==> config.mk <==
export PLATFORM = sky130hd
export DESIGN_NAME = fft_unload
export DESIGN_NICKNAME = d
export VERILOG_FILES = /design/src/rtl/fft_unload.sv
export SDC_FILE = /design/constraint.sdc
export NUM_CORES = 1
export LEC_CHECK = 0
export ABC_AREA = 0
export BUFFER_PORTS_ARGS = -buffer_cell sky130_fd_sc_hd__buf_4
export CAP_MARGIN = 20
export CORE_AREA = 2 2 187 189
export CTS_CLUSTER_SIZE = 12
export DETAILED_ROUTE_END_ITERATION = 6
export DIE_AREA = 0 0 189 191
export PLACE_DENSITY_LB_ADDON = 0.15
export SKIP_LAST_GASP = 1
export SYNTH_ARGS = -nofsm -noshare
export SYNTH_HDL_FRONTEND = slang
export SYNTH_SLANG_ARGS = --single-unit
==> constraint.sdc <==
create_clock -name clk -period 28.5 [get_ports clk]
set_input_delay 2.85 -clock clk [delete_from_list [all_inputs] [get_ports clk]]
set_output_delay 2.85 -clock clk [all_outputs]
set_load 0.01 [all_outputs]
==> src/rtl/fft_unload.sv <==
// fft_unload: output stage behind the FFT reorder network.
// Captures one packed frame (LEN complex samples) per handshake into a
// two-bank ping-pong buffer. Streams each frame out one sample per cycle
// with valid/ready backpressure, a bin index and a last-sample flag.
// The next frame can be accepted while the current one drains.
//
// Build option: define FFT_UNLOAD_BITREV_EN to read samples from address
// bitrev(cnt), so that a frame stored in bit-reversed order leaves in
// natural bin order. In that build dout_idx_o reports bitrev(cnt).
//
// Ports:
//   clk, rst                      clock, async active-high reset
//   frame_val_i / frame_rdy_o     frame handshake (rdy independent of val)
//   fft_data_re_i/fft_data_im_i   packed frame, sample n at [n*DW +: DW]
//   dout_val_o / dout_rdy_i       sample handshake
//   dout_re_o, dout_im_o          current sample (0 while empty)
//   dout_idx_o                    bin index of current sample
//   dout_last_o                   current sample ends its frame
//   busy_o                        at least one frame is held

`ifndef FFT_LEN
`define FFT_LEN 8
`endif
`ifndef DATA_WID
`define DATA_WID 16
`endif
`ifndef LOG2_FFT_LEN
`define LOG2_FFT_LEN 3
`endif

module fft_unload #(
    parameter int unsigned LEN = `FFT_LEN,
    parameter int unsigned DW  = `DATA_WID,
    parameter int unsigned AW  = `LOG2_FFT_LEN
) (
    input  logic              clk,
    input  logic              rst,
    input  logic              frame_val_i,
    output logic              frame_rdy_o,
    input  logic [LEN*DW-1:0] fft_data_re_i,
    input  logic [LEN*DW-1:0] fft_data_im_i,
    output logic              dout_val_o,
    input  logic              dout_rdy_i,
    output logic [DW-1:0]     dout_re_o,
    output logic [DW-1:0]     dout_im_o,
    output logic [AW-1:0]     dout_idx_o,
    output logic              dout_last_o,
    output logic              busy_o
);

    localparam logic [AW-1:0] CNT_MAX = AW'(LEN - 1);

    logic [DW-1:0] bank_re [2][LEN];
    logic [DW-1:0] bank_im [2][LEN];

    logic          wr_sel, wr_sel_nxt;
    logic          rd_sel, rd_sel_nxt;
    logic [AW-1:0] cnt, cnt_nxt;
    logic [1:0]    nfrm, nfrm_nxt;

    logic          acc, pop, done;
    logic [AW-1:0] addr;

`ifdef FFT_UNLOAD_BITREV_EN
    function automatic logic [AW-1:0] bitrev(input logic [AW-1:0] v);
        logic [AW-1:0] r;
        r = '0;
        for (int i = 0; i < int'(AW); i++) begin
            r[i] = v[AW-1-i];
        end
        return r;
    endfunction
`endif

    // Handshakes, read address and output gating
    always_comb begin
        frame_rdy_o = (nfrm != 2'd2);
        dout_val_o  = (nfrm != 2'd0);
        busy_o      = (nfrm != 2'd0);
        acc         = frame_val_i & frame_rdy_o;
        pop         = dout_val_o & dout_rdy_i;
        done        = pop & (cnt == CNT_MAX);
`ifdef FFT_UNLOAD_BITREV_EN
        addr        = bitrev(cnt);
`else
        addr        = cnt;
`endif
        dout_last_o = dout_val_o & (cnt == CNT_MAX);
        // Bank contents are never reset, so data is forced to 0 while empty
        dout_re_o   = dout_val_o ? bank_re[rd_sel][addr] : '0;
        dout_im_o   = dout_val_o ? bank_im[rd_sel][addr] : '0;
        dout_idx_o  = dout_val_o ? addr : '0;
    end

    // Next-state for pointers, sample counter and frame occupancy
    always_comb begin
        wr_sel_nxt = wr_sel;
        rd_sel_nxt = rd_sel;
        cnt_nxt    = cnt;
        nfrm_nxt   = nfrm;
        if (acc) begin
            wr_sel_nxt = ~wr_sel;
        end
        if (pop) begin
            cnt_nxt = done ? '0 : cnt + AW'(1);
        end
        if (done) begin
            rd_sel_nxt = ~rd_sel;
        end
        case ({acc, done})
            2'b10:   nfrm_nxt = nfrm + 2'd1;
            2'b01:   nfrm_nxt = nfrm - 2'd1;
            default: nfrm_nxt = nfrm;
        endcase
    end

    // Control state register
    always_ff @(posedge clk or posedge rst) begin
        if (rst) begin
            wr_sel <= 1'b0;
            rd_sel <= 1'b0;
            cnt    <= '0;
            nfrm   <= 2'd0;
        end else begin
            wr_sel <= wr_sel_nxt;
            rd_sel <= rd_sel_nxt;
            cnt    <= cnt_nxt;
            nfrm   <= nfrm_nxt;
        end
    end

    // Frame capture into the write bank (storage only, no reset)
    always_ff @(posedge clk) begin
        if (acc) begin
            for (int n = 0; n < int'(LEN); n++) begin
                bank_re[wr_sel][n] <= fft_data_re_i[n*DW +: DW];
                bank_im[wr_sel][n] <= fft_data_im_i[n*DW +: DW];
            end
        end
    end

endmodule
======== Word level (Yosys, flattened, before mapping) ========
Memory sizes are Yosys's and may differ from the RTL's.
Index checks and enable logic that the tools add are counted.
operators by class
  add/subtract/negate cells ............... 3
  magnitude comparators ................... 1
  equal/unequal tests ..................... 4
  mux-type cells .......................... 13
  bitwise gates (word level) .............. 7
  reductions and logical operators ........ 2
operator list
  kind                   number
  $bmux W16 S3           2
  $mux W16               6
  $mux W3                2
  $and A1 B1 Y1          4
  $ge A4 B4 Y1 const B   1
  $not A3 Y4             1
  $pmux W2 S2            1
  $reduce_bool A2 Y1     2
  $add A3 B1 Y3 const B  1
  $eq A3 B3 Y1 const B   1
  $add A2 B1 Y2 const B  1
  $eq A2 B1 Y1 const B   1
  $eq A2 B2 Y1 const B   1
  $mux W1                2
  $ne A2 B2 Y1 const B   1
  $not A1 Y1             2
  $sub A2 B1 Y2 const B  1
word-level totals
  register bits ........................... 7
  bits in writable memories ............... 512
  input bits .............................. 260
  output and inout bits ................... 39
  logic and storage cells ................. 36
  memories ................................ 2
memories
  memory   words  bits a word  rd ports  clocked after memory_dff  wr ports  RTL line  source
  bank_im  2      128          1         0                         1         54        logic [DW-1:0] bank_im [2][LEN];
  bank_re  2      128          1         0                         1         53        logic [DW-1:0] bank_re [2][LEN];

======== Logic depth before layout (Yosys ltp) ========
  depth after elaboration ................. 5
  depth in mapped cells ................... 8
  depth with buffers taken out ............ 8

======== Worst setup path before layout ========
Ideal clock, no wire load.
  kind .................................... input -> register
  start ................................... input port frame_val_i
  end ..................................... memory bank_im[0][0] (netlist bit), enable pin
  library setup time ...................... 0.878 ns
  arrival ................................. 13.550 ns
  required time ........................... 27.622 ns
  slack ................................... 14.072 ns
  stages on the path ...................... 2
  path buffers ............................ 0
  cell sequence ........................... nand2_1 nor2_1
on the way
  longest elaborated chain between the ends .. 3
ends and longest elaborated chain
  item                           RTL line  source
  from (decl)                    38        input logic frame_val_i,
  $and A1 B1 Y1                  80        acc = frame_val_i & frame_rdy_o;
  $mux W1                        134       if (acc) begin
  $mux W1 (not written as such)  137       bank_im[wr_sel][n] <= fft_data_im_i[n*DW +: DW];
  to (decl)                      54
Every way passes these cells.

======== Final worst setup path ========
  start ................................... register rd_sel
  end ..................................... output port dout_im_o[1]
on the way
  longest elaborated chain between the ends .. 5
ends and longest elaborated chain
  item                                         RTL line  source
  from (decl)                                  57        logic rd_sel, rd_sel_nxt;
  from (signal assigned)                       126       rd_sel <= rd_sel_nxt;
  $mem_v2 Z2 W128                              --
  $bmux W16 S3                                 91        dout_im_o = dout_val_o ? bank_im[rd_sel][addr] : '0;
  $mux W16 (not written as such) (2 in a row)  91
  $mux W16                                     91
  to (decl)                                    45        output logic [DW-1:0] dout_im_o,
Every way passes these cells. The select of a mux whose other input is x is not followed.

==> results.toml <==
[status]
status = "completed"

[floorplanning]
initial_core_util_pct = 59.4
core_um2 = 34100
die-area_um2 = 36100
die_w_um = 189
placement_rows = 68
die_h_um = 191
ios = 299

[logic_synthesis]
synth_nets = 1360
synth_area_leaders = "edfxtp_1, mux2i_1, a22oi_1"
synth_area_um2 = 20300
yosysTopAreaCellShare_pct = 75.8
synthCells = 1097
ys_types = 27
yosysSeqAreaShare_pct = 76.7
avgSynthCellArea_um2 = 18.5
synth-seq-cells = 519
synth.largest_area_cell = "edfxtp_1"
yosysWarnings = 0

[timing]
layout_min_cycle_time_ps = 6980
max_freq_mhz = 143
setup_violations = 0
fin_hold_ws_ps = 503
hold_viol_final = 0
tightest_slew_ps = 1130
period_share_pct = 24.5
finalSetupTns_ps = 0
clock_skew_ps = 19.8
maxSlewViolCount = 0
rsz0062_at_grt = "no"
slew_headroom_pct = 24.6

[pwr]
leakagePower_nw = 8.98
swShare_pct = 32.6
p_sw_mw = 0.826
p_per_area_nw_per_um2 = 105
ir_drop_uv = 82.9
seqPwrFrac_pct = 43.5
combPwrFrac_pct = 32.7
pwr-share-clk_pct = 23.8
p_int_mw = 1.71

[grt]
gr-usage-met1_pct = 35.0
grt.overflow.total = 0
gr-usage-all-layers_pct = 25.0
busiest_layer = "met2"
grt_use_met3_pct = 6.87
use_met2_pct = 38.2
grt_pass1_vias = 11200
grt_pass1_wl_um = 66300
grt_max_degree = 120
antenna_found_initial = 8

[placement]
portBuffers = 298
gp_congestion = 0.771
place_hpwl_um = 28600

[worst_hold_path]
hold_class = "flop to flop"

[detailed_routing]
drt_iter0_drc = 957
routed_wl_um = 45300
via_count = 11000
ant_nets = 0
dr.pass1.iters = 5
avgRoutedWirePerCell_um = 24.0
vias_per_cell = 5.80
drc = 0

[layout]
nFillCells = 2164
syn2layout_area_growth_pct = 19.3
regArea_um2 = 15600
drive_gt1_share_pct = 26.7
final_core_util_pct = 70.9
nets = 1664
multi_input_area_um2 = 4210

[run]
maxCapViolations = 0

[setup_path]
reg2reg_to = "bank_re[0][104]"
worst_setup_path_endpoint = "dout_im_o[1]"
r2r-start = "nfrm[0]"
rrSetupSlack_ps = 24750
critPathCaptureType = "output pin"
critPathKind = "flop to output pin"
crit_fanout = 60
worstPathRequired_ps = 25650
rr_worst_depth = 6
cp.arrival_ps = 4130
crit_path_start_kind = "flop"
cp-startpoint = "rd_sel"

[clocking]
cts_tree = "yes"
post-cts-setup-buffers = 0
cts_buffers = 51
cts.sinks = 519
clockBufferDepth = 3
post_cts_resized = 0
clk-insertion-delay-late_ps = 560
hold_buffers = 0
clkTransAtPathRegs_ps = 60
cts-root-buf = "clkbuf_16"
htree_levels = 2
## critical path, cell delays in order, from the launching register on
cell and delay (ps):
dfrtp_4 900, buf_4 690, buf_4 910, mux2i_1 190
a22oi_1 220, nand3_1 280, nand2_1 160, buf_4 130
## per-layer routing
layer  vias to the layer above  part of all wire (%)
met5                         -                 0.086
met4                         6                   2.9
met3                        82                   8.9
met2                       435                    46
met1                      5443                    42
li1                       4995                     -
## how the worst min path moves through the flow
stage                       start  endpoint  slack (ps)  cells after the start
after floorplan            wr_sel    wr_sel         460                      1
after global placement    nfrm[1]   nfrm[1]         490                      1
after detailed placement  nfrm[1]   nfrm[1]         500                      1
after CTS                 nfrm[1]   nfrm[1]         510                      1
after global routing      nfrm[1]   nfrm[1]         520                      1
final                     nfrm[1]   nfrm[1]         500                      1
## stage by stage
step	power (mW)	area, um2	std cells	worst slack [ps]
floorplan	1.73	20300	1097	14070
global placement	1.94	22700	1803	22160
detailed placement	1.95	22700	1803	22120
CTS	2.55	24200	1882	21510
global route	2.65	24200	1887	21210
finish	2.54	24200	1889	21520
## cell usage in the layout, fill, tap and decap left out, types with 2 or more instances in the layout
master,count
clkinv_2,2
edfxtp_1,512
nand3_1,60
nor2_4,3
clkinv_1,3
clkbuf_1,19
nor2_1,4
dfrtp_1,6
clkbuf_16,53
and2_1,2
a22oi_1,128
buf_4,313
o21ai_0,5
mux2i_1,256
xor2_1,2
nand2_1,37
ha_1,3
xnor2_1,3
nor2b_4,2
diode_2,7
inv_1,3
## sequential cells by signal, summed over array words and instances (netlist names)
register / cells
addr: 3
bank_im: 256
bank_re: 256
nfrm: 2
rd_sel: 1
wr_sel: 1
## power by group through the flow
stage | Sequential [mW] | Combinational [mW] | Clock (mW)
after floorplan | 1.16 | 0.570 | 0
after global placement | 1.11 | 0.822 | 0
after detailed placement | 1.12 | 0.830 | 0
after CTS | 1.11 | 0.833 | 0.613
after global routing | 1.12 | 0.889 | 0.642
final | 1.10 | 0.829 | 0.604
## kinds of logic after synthesis
logic type | count (synthesis) | synth area share, %
AOI/OAI and AO/OA | 134 | 4.90
and+or+nand+nor | 112 | 2.55
DFF | 519 | 76.7
muxes | 257 | 12.7
xor gates and xnor gates | 5 | 0.216
buffers and inverters | 67 | 2.76
adders and majority gates | 3 | 0.185
## cells in the mapped netlist, drive strengths merged
cell,n
a21o,1
a22oi,128
and2,3
and3,1
buf,61
clkbuf,2
dfrtp,7
edfxtp,512
ha,3
inv,4
mux2,1
mux2i,256
nand2,37
nand2b,1
nand3,60
nor2,7
nor2b,2
nor3,1
o21ai,5
xnor2,3
xor2,2
## cell type report
class | count | share of cell area (%)
clock buffer | 73 | 5.83
sequential | 519 | 64.3
timing repair buffer | 314 | 9.79
multi-input combinational | 511 | 17.4
clock inverter | 6 | 0.212
tap | 455 | 2.35
inverter | 4 | 0.0621
antenna | 7 | 0.0724
Note: power is estimated with default switching activity, not from simulation.
